--- src/rtl/uart_rx.sv ---
// UART receiver: 2-flop input synchroniser, mid-bit sampling FSM, and an
// AXI-stream master output with single-cycle framing/overrun status pulses.
module uart_rx #(
  parameter int DATA_WIDTH = 8
) (
  input  logic                  clk,
  input  logic                  rst,
  output logic [DATA_WIDTH-1:0] output_axi_tdata,
  output logic                  output_axi_tvalid,
  input  logic                  output_axi_tready,
  input  logic                  rxd,
  output logic                  busy,
  output logic                  overrun_error,
  output logic                  frame_error,
  input  logic [15:0]           prescale
);

  typedef enum logic [1:0] {IDLE, START, DATA, STOP} state_t;

  localparam int CW = $clog2(DATA_WIDTH + 1);
  localparam logic [CW-1:0] LAST_BIT = CW'(DATA_WIDTH - 1);

  logic                  rxd_q1, rxd_s;
  state_t                state_q, state_d;
  logic [15:0]           prescale_q, prescale_d;
  logic [18:0]           timer_q, timer_d;
  logic [CW-1:0]         bit_cnt_q, bit_cnt_d;
  logic [DATA_WIDTH-1:0] shift_q, shift_d;
  logic [DATA_WIDTH-1:0] tdata_d;
  logic                  tvalid_d, busy_d, overrun_d, frame_d;
  logic [18:0]           half_time, bit_time;

  // Half bit uses the live prescale (latched at the same edge); full bit uses the latched copy.
  assign half_time = {1'b0, prescale, 2'b00} - 19'd1;
  assign bit_time  = {prescale_q, 3'b000} - 19'd1;

  // Two-flop synchroniser for the asynchronous serial input, idling high.
  always_ff @(posedge clk) begin
    if (rst) begin
      rxd_q1 <= 1'b1;
      rxd_s  <= 1'b1;
    end else begin
      rxd_q1 <= rxd;
      rxd_s  <= rxd_q1;
    end
  end

  // Next-state, datapath and output decode for the receive FSM.
  always_comb begin
    state_d    = state_q;
    prescale_d = prescale_q;
    timer_d    = timer_q;
    bit_cnt_d  = bit_cnt_q;
    shift_d    = shift_q;
    tdata_d    = output_axi_tdata;
    tvalid_d   = output_axi_tvalid && !output_axi_tready;
    overrun_d  = 1'b0;
    frame_d    = 1'b0;
    case (state_q)
      IDLE: begin
        if (!rxd_s && prescale != '0) begin
          prescale_d = prescale;
          timer_d    = half_time;
          state_d    = START;
        end
      end
      START: begin
        if (timer_q == '0) begin
          if (!rxd_s) begin
            timer_d   = bit_time;
            bit_cnt_d = '0;
            state_d   = DATA;
          end else begin
            state_d = IDLE;
          end
        end else begin
          timer_d = timer_q - 19'd1;
        end
      end
      DATA: begin
        if (timer_q == '0) begin
          shift_d             = shift_q >> 1;
          shift_d[DATA_WIDTH-1] = rxd_s;
          timer_d             = bit_time;
          if (bit_cnt_q == LAST_BIT) begin
            state_d = STOP;
          end else begin
            bit_cnt_d = bit_cnt_q + 1'b1;
          end
        end else begin
          timer_d = timer_q - 19'd1;
        end
      end
      STOP: begin
        if (timer_q == '0) begin
          if (rxd_s) begin
            tdata_d   = shift_q;
            tvalid_d  = 1'b1;
            overrun_d = output_axi_tvalid && !output_axi_tready;
          end else begin
            frame_d = 1'b1;
          end
          state_d = IDLE;
        end else begin
          timer_d = timer_q - 19'd1;
        end
      end
      default: state_d = IDLE;
    endcase
    busy_d = (state_d != IDLE);
  end

  // State, datapath and registered outputs.
  always_ff @(posedge clk) begin
    if (rst) begin
      state_q           <= IDLE;
      prescale_q        <= '0;
      timer_q           <= '0;
      bit_cnt_q         <= '0;
      shift_q           <= '0;
      output_axi_tdata  <= '0;
      output_axi_tvalid <= 1'b0;
      busy              <= 1'b0;
      overrun_error     <= 1'b0;
      frame_error       <= 1'b0;
    end else begin
      state_q           <= state_d;
      prescale_q        <= prescale_d;
      timer_q           <= timer_d;
      bit_cnt_q         <= bit_cnt_d;
      shift_q           <= shift_d;
      output_axi_tdata  <= tdata_d;
      output_axi_tvalid <= tvalid_d;
      busy              <= busy_d;
      overrun_error     <= overrun_d;
      frame_error       <= frame_d;
    end
  end

endmodule

--- config.mk ---
export PLATFORM = sky130hd
export DESIGN_NAME = uart_rx
export DESIGN_NICKNAME = d
export VERILOG_FILES = /design/src/rtl/uart_rx.sv
export SDC_FILE = /design/constraint.sdc
export NUM_CORES = 1
export LEC_CHECK = 0
export ABC_AREA = 1
export BUFFER_PORTS_ARGS = -buffer_cell sky130_fd_sc_hd__buf_4
export CAP_MARGIN = 20
export CORE_AREA = 5 5 98 100
export DETAILED_ROUTE_END_ITERATION = 6
export DIE_AREA = 0 0 103 105
export GPL_ROUTABILITY_DRIVEN = 0
export GPL_TIMING_DRIVEN = 0
export PLACE_DENSITY_LB_ADDON = 0.15
export SYNTH_ARGS = -nofsm -noshare
export SYNTH_HDL_FRONTEND = slang
export SYNTH_SLANG_ARGS = --single-unit
export TNS_END_PERCENT = 1
--- constraint.sdc ---
create_clock -name clk -period 3.2 [get_ports clk]
set_input_delay 0.32 -clock clk [delete_from_list [all_inputs] [get_ports clk]]
set_output_delay 0.32 -clock clk [all_outputs]
set_load 0.01 [all_outputs]
==> run metrics <==
Setup violations, final 0; first-pass GRT wire length 20,000 um; synth-to-layout area growth 13.0%; Max-cap violations 0; Rows 34; final setup margin 866 ps; postcts setup bufs 0; Yosys warning count 0; Max VDD drop 0.375 mV; slew margin rel. 0.520; nets 734; vias in the first global route 4,112; logic gate share of total power 0.557; Seq pwr share 0.273; worst path bufs/invs 2; worst endpoint required time 3420 ps; Net Switching 0.00200 W; post-detailed-route count of antenna-violating nets 0; Synth cell types 37; Syn Nets 693; fmax 428 MHz; grt total ovfl 0; area leader, netlist dfxtp_1; Reg2Reg Depth 12; Die W 103 um; FF-to-FF setup slack 870 ps; Die Y 105 um; Final HPWL DP 9450 um; Longest Clk Path Bufs 2; delay-heaviest family, CP simple AND/OR/NAND/NOR gates; Seq cells post-synth 63; initial antenna violation count 0; Die ar. 10,800 um^2; clock transition at the registers of the reported paths 80 ps; root buf cell clkbuf_8; leakage power 2.10 nW; fin crit period 2330 ps; CP max stage delay 320 ps; setup TNS after final layout 0 ps; Final Total Pwr 0.00396 W; H-tree depth 3; pwr dens 837 nW/um^2; Worst Skew 14.1 ps; kind of critical path flip-flop to flip-flop; max-slew violation count 0; Internal 0.00196 W; TritonCTS clock tree yes; Final Hold Fails 0; CP max stage cell dfxtp_1; Total GRT Usage 0.234; crit path launch timer_q[0]; WL/cell 15.3 um; Mapped Cells 663; status complete, no violations; Residual DRC 0; Initial DRC Count 294; Worst Hold Launch rxd; Setup WS pre-CTS 895 ps; ANT cells 0; Worst setup SP type flip-flop; crit-path max FO 10; crit share post-route 0.730; CTS Buf Count 9; post-CTS sizing 0; share of cells above drive strength 1 0.134; dominant cells by area after synthesis dfxtp_1 30%, nand2_1 14%, nor2_1 7.8%; IO Pins 32; actual slew at the worst max-slew pin 720 ps; Vias 4,471; largest net degree at the start of global routing 15; Clk pwr share 0.171; cell count of the worst hold path 2; CTS Sinks 63; Worst setup EP type flip-flop; port bufs 30; r2r endpoint timer_q[12]; synthesized area 4180 um^2; Avg Cell Area, Syn 6.31 um^2; drt via density 5.47; First-pass DRT Iterations 7; share of the synthesized area in the top cell type 0.301; Core Area 8590 um^2; critical path, cell by cell inv_1 -> ha_1 -> nand2_1 -> nor2_4 -> nand2_1 -> nor2_1 -> buf_2 -> nand3_1 -> nand3_1 -> nand2_1 -> nand3_1 -> a21oi_2; Seq/Total Area, Yosys 0.301; Clock Latency Late Sink 360 ps; hold crit path type input port to flip-flop; crit path DAT 2560 ps; hold buffer count at CTS 0; RSZ-0062 raised after global routing false; Net Sw Frac 0.506; drt total wl 12,500 um; origin of the critical flop-to-flop path timer_q[0]; Initial Util 0.487; Hold EP rxd_q1
[cell usage in the layout, fill, tap and decap left out, types with 9 or more instances in the layout]
cell type / n
a21oi_1: 59
buf_4: 31
clkbuf_1: 12
clkbuf_8: 9
dfxtp_1: 63
ha_1: 10
inv_1: 68
nand2_1: 159
nand2_2: 9
nand3_1: 55
nor2_1: 87
o21ai_0: 55
xor2_1: 14
[metrics by stage]
stage	utilization	cell area (um^2)	instances	hold WS, ps
after floorplan	-	4180	663	389
after global placement	0.529	4540	801	392
after detailed placement	0.529	4540	801	400
after CTS	0.550	4730	817	148
after global routing	0.550	4730	817	153
final	0.550	4730	817	155
[how the worst max path moves through the flow]
stage / endpoint / slack, ps / cells after the start
5_1_grt: timer_q[12] / 670 / 12
6_report: timer_q[12] / 870 / 12
3_5_place_dp: timer_q[12] / 900 / 12
3_3_place_gp: timer_q[12] / 940 / 12
4_1_cts: timer_q[12] / 880 / 12
2_1_floorplan: timer_q[12] / 1460 / 12
[power groups by stage]
stage	Combinational [W]	Clock (W)	Sequential, W
after detailed placement	0.00216	0	0.00109
final	0.00220	0.000677	0.00108
after global placement	0.00212	0	0.00109
after CTS	0.00217	0.000692	0.00107
after global routing	0.00244	0.000732	0.00110
after floorplan	0.00167	0	0.00105
[cell type report]
class | instances | area, um^2
inverter | 73 | 274
buffer | 21 | 113
clock inverter | 7 | 61.3
fill | 920 | 3860
sequential | 63 | 1260
multi-input combinational | 506 | 2540
tap | 108 | 135
clock buffer | 9 | 124
timing repair buffer | 30 | 225
[state kept, by name (all words and copies together) (netlist names)]
register and cells:
timer_q 19, shift_q 8, output_axi_tdata 8, output_axi_tvalid 1, state_q 2, bit_cnt_q 4
busy 1, prescale_q 16, rxd_q1 1, overrun_error 1, frame_error 1, rxd_s 1
[metal layers]
metal / global-route usage / share of wire / wire [um] / vias to the layer above
met4: 0.0759 / 0.028 / 352 / 0
met3: 0.0466 / 0.062 / 772 / 27
met2: 0.371 / 0.47 / 5900 / 142
li1: - / - / - / 2219
met5: 0 / 0 / 0 / -
met1: 0.315 / 0.44 / 5440 / 2083
[cells in the mapped netlist]
master	instances
nand3_4	1
clkinv_1	2
or2_2	7
nor2_4	3
inv_2	3
o21ai_2	1
a21oi_2	8
a21oi_1	59
nor4_1	1
nand3_2	2
nand3b_1	1
o211ai_1	1
nand4_1	3
buf_1	1
o21ai_1	5
buf_12	1
buf_6	1
nand4_4	1
nor3b_1	1
buf_4	1
nor3_1	8
nand2_1	159
ha_1	10
o21ai_0	55
clkbuf_1	12
xor2_1	14
nand3_1	55
nor2_8	1
nor2_2	4
nor2_1	87
buf_2	5
inv_1	68
xnor2_1	7
a31oi_1	2
dfxtp_1	63
nand2_2	9
nor3_4	1
[cells by family after synthesis]
family | Yosys count | share of synthesized area
simple gates | 344 | 0.366
compound gates | 131 | 0.166
buf+inv | 94 | 0.0924
flops | 63 | 0.301
xor+xnor | 21 | 0.0440
fa+ha+maj | 10 | 0.0299
Power figures use the tool's default switching activity.
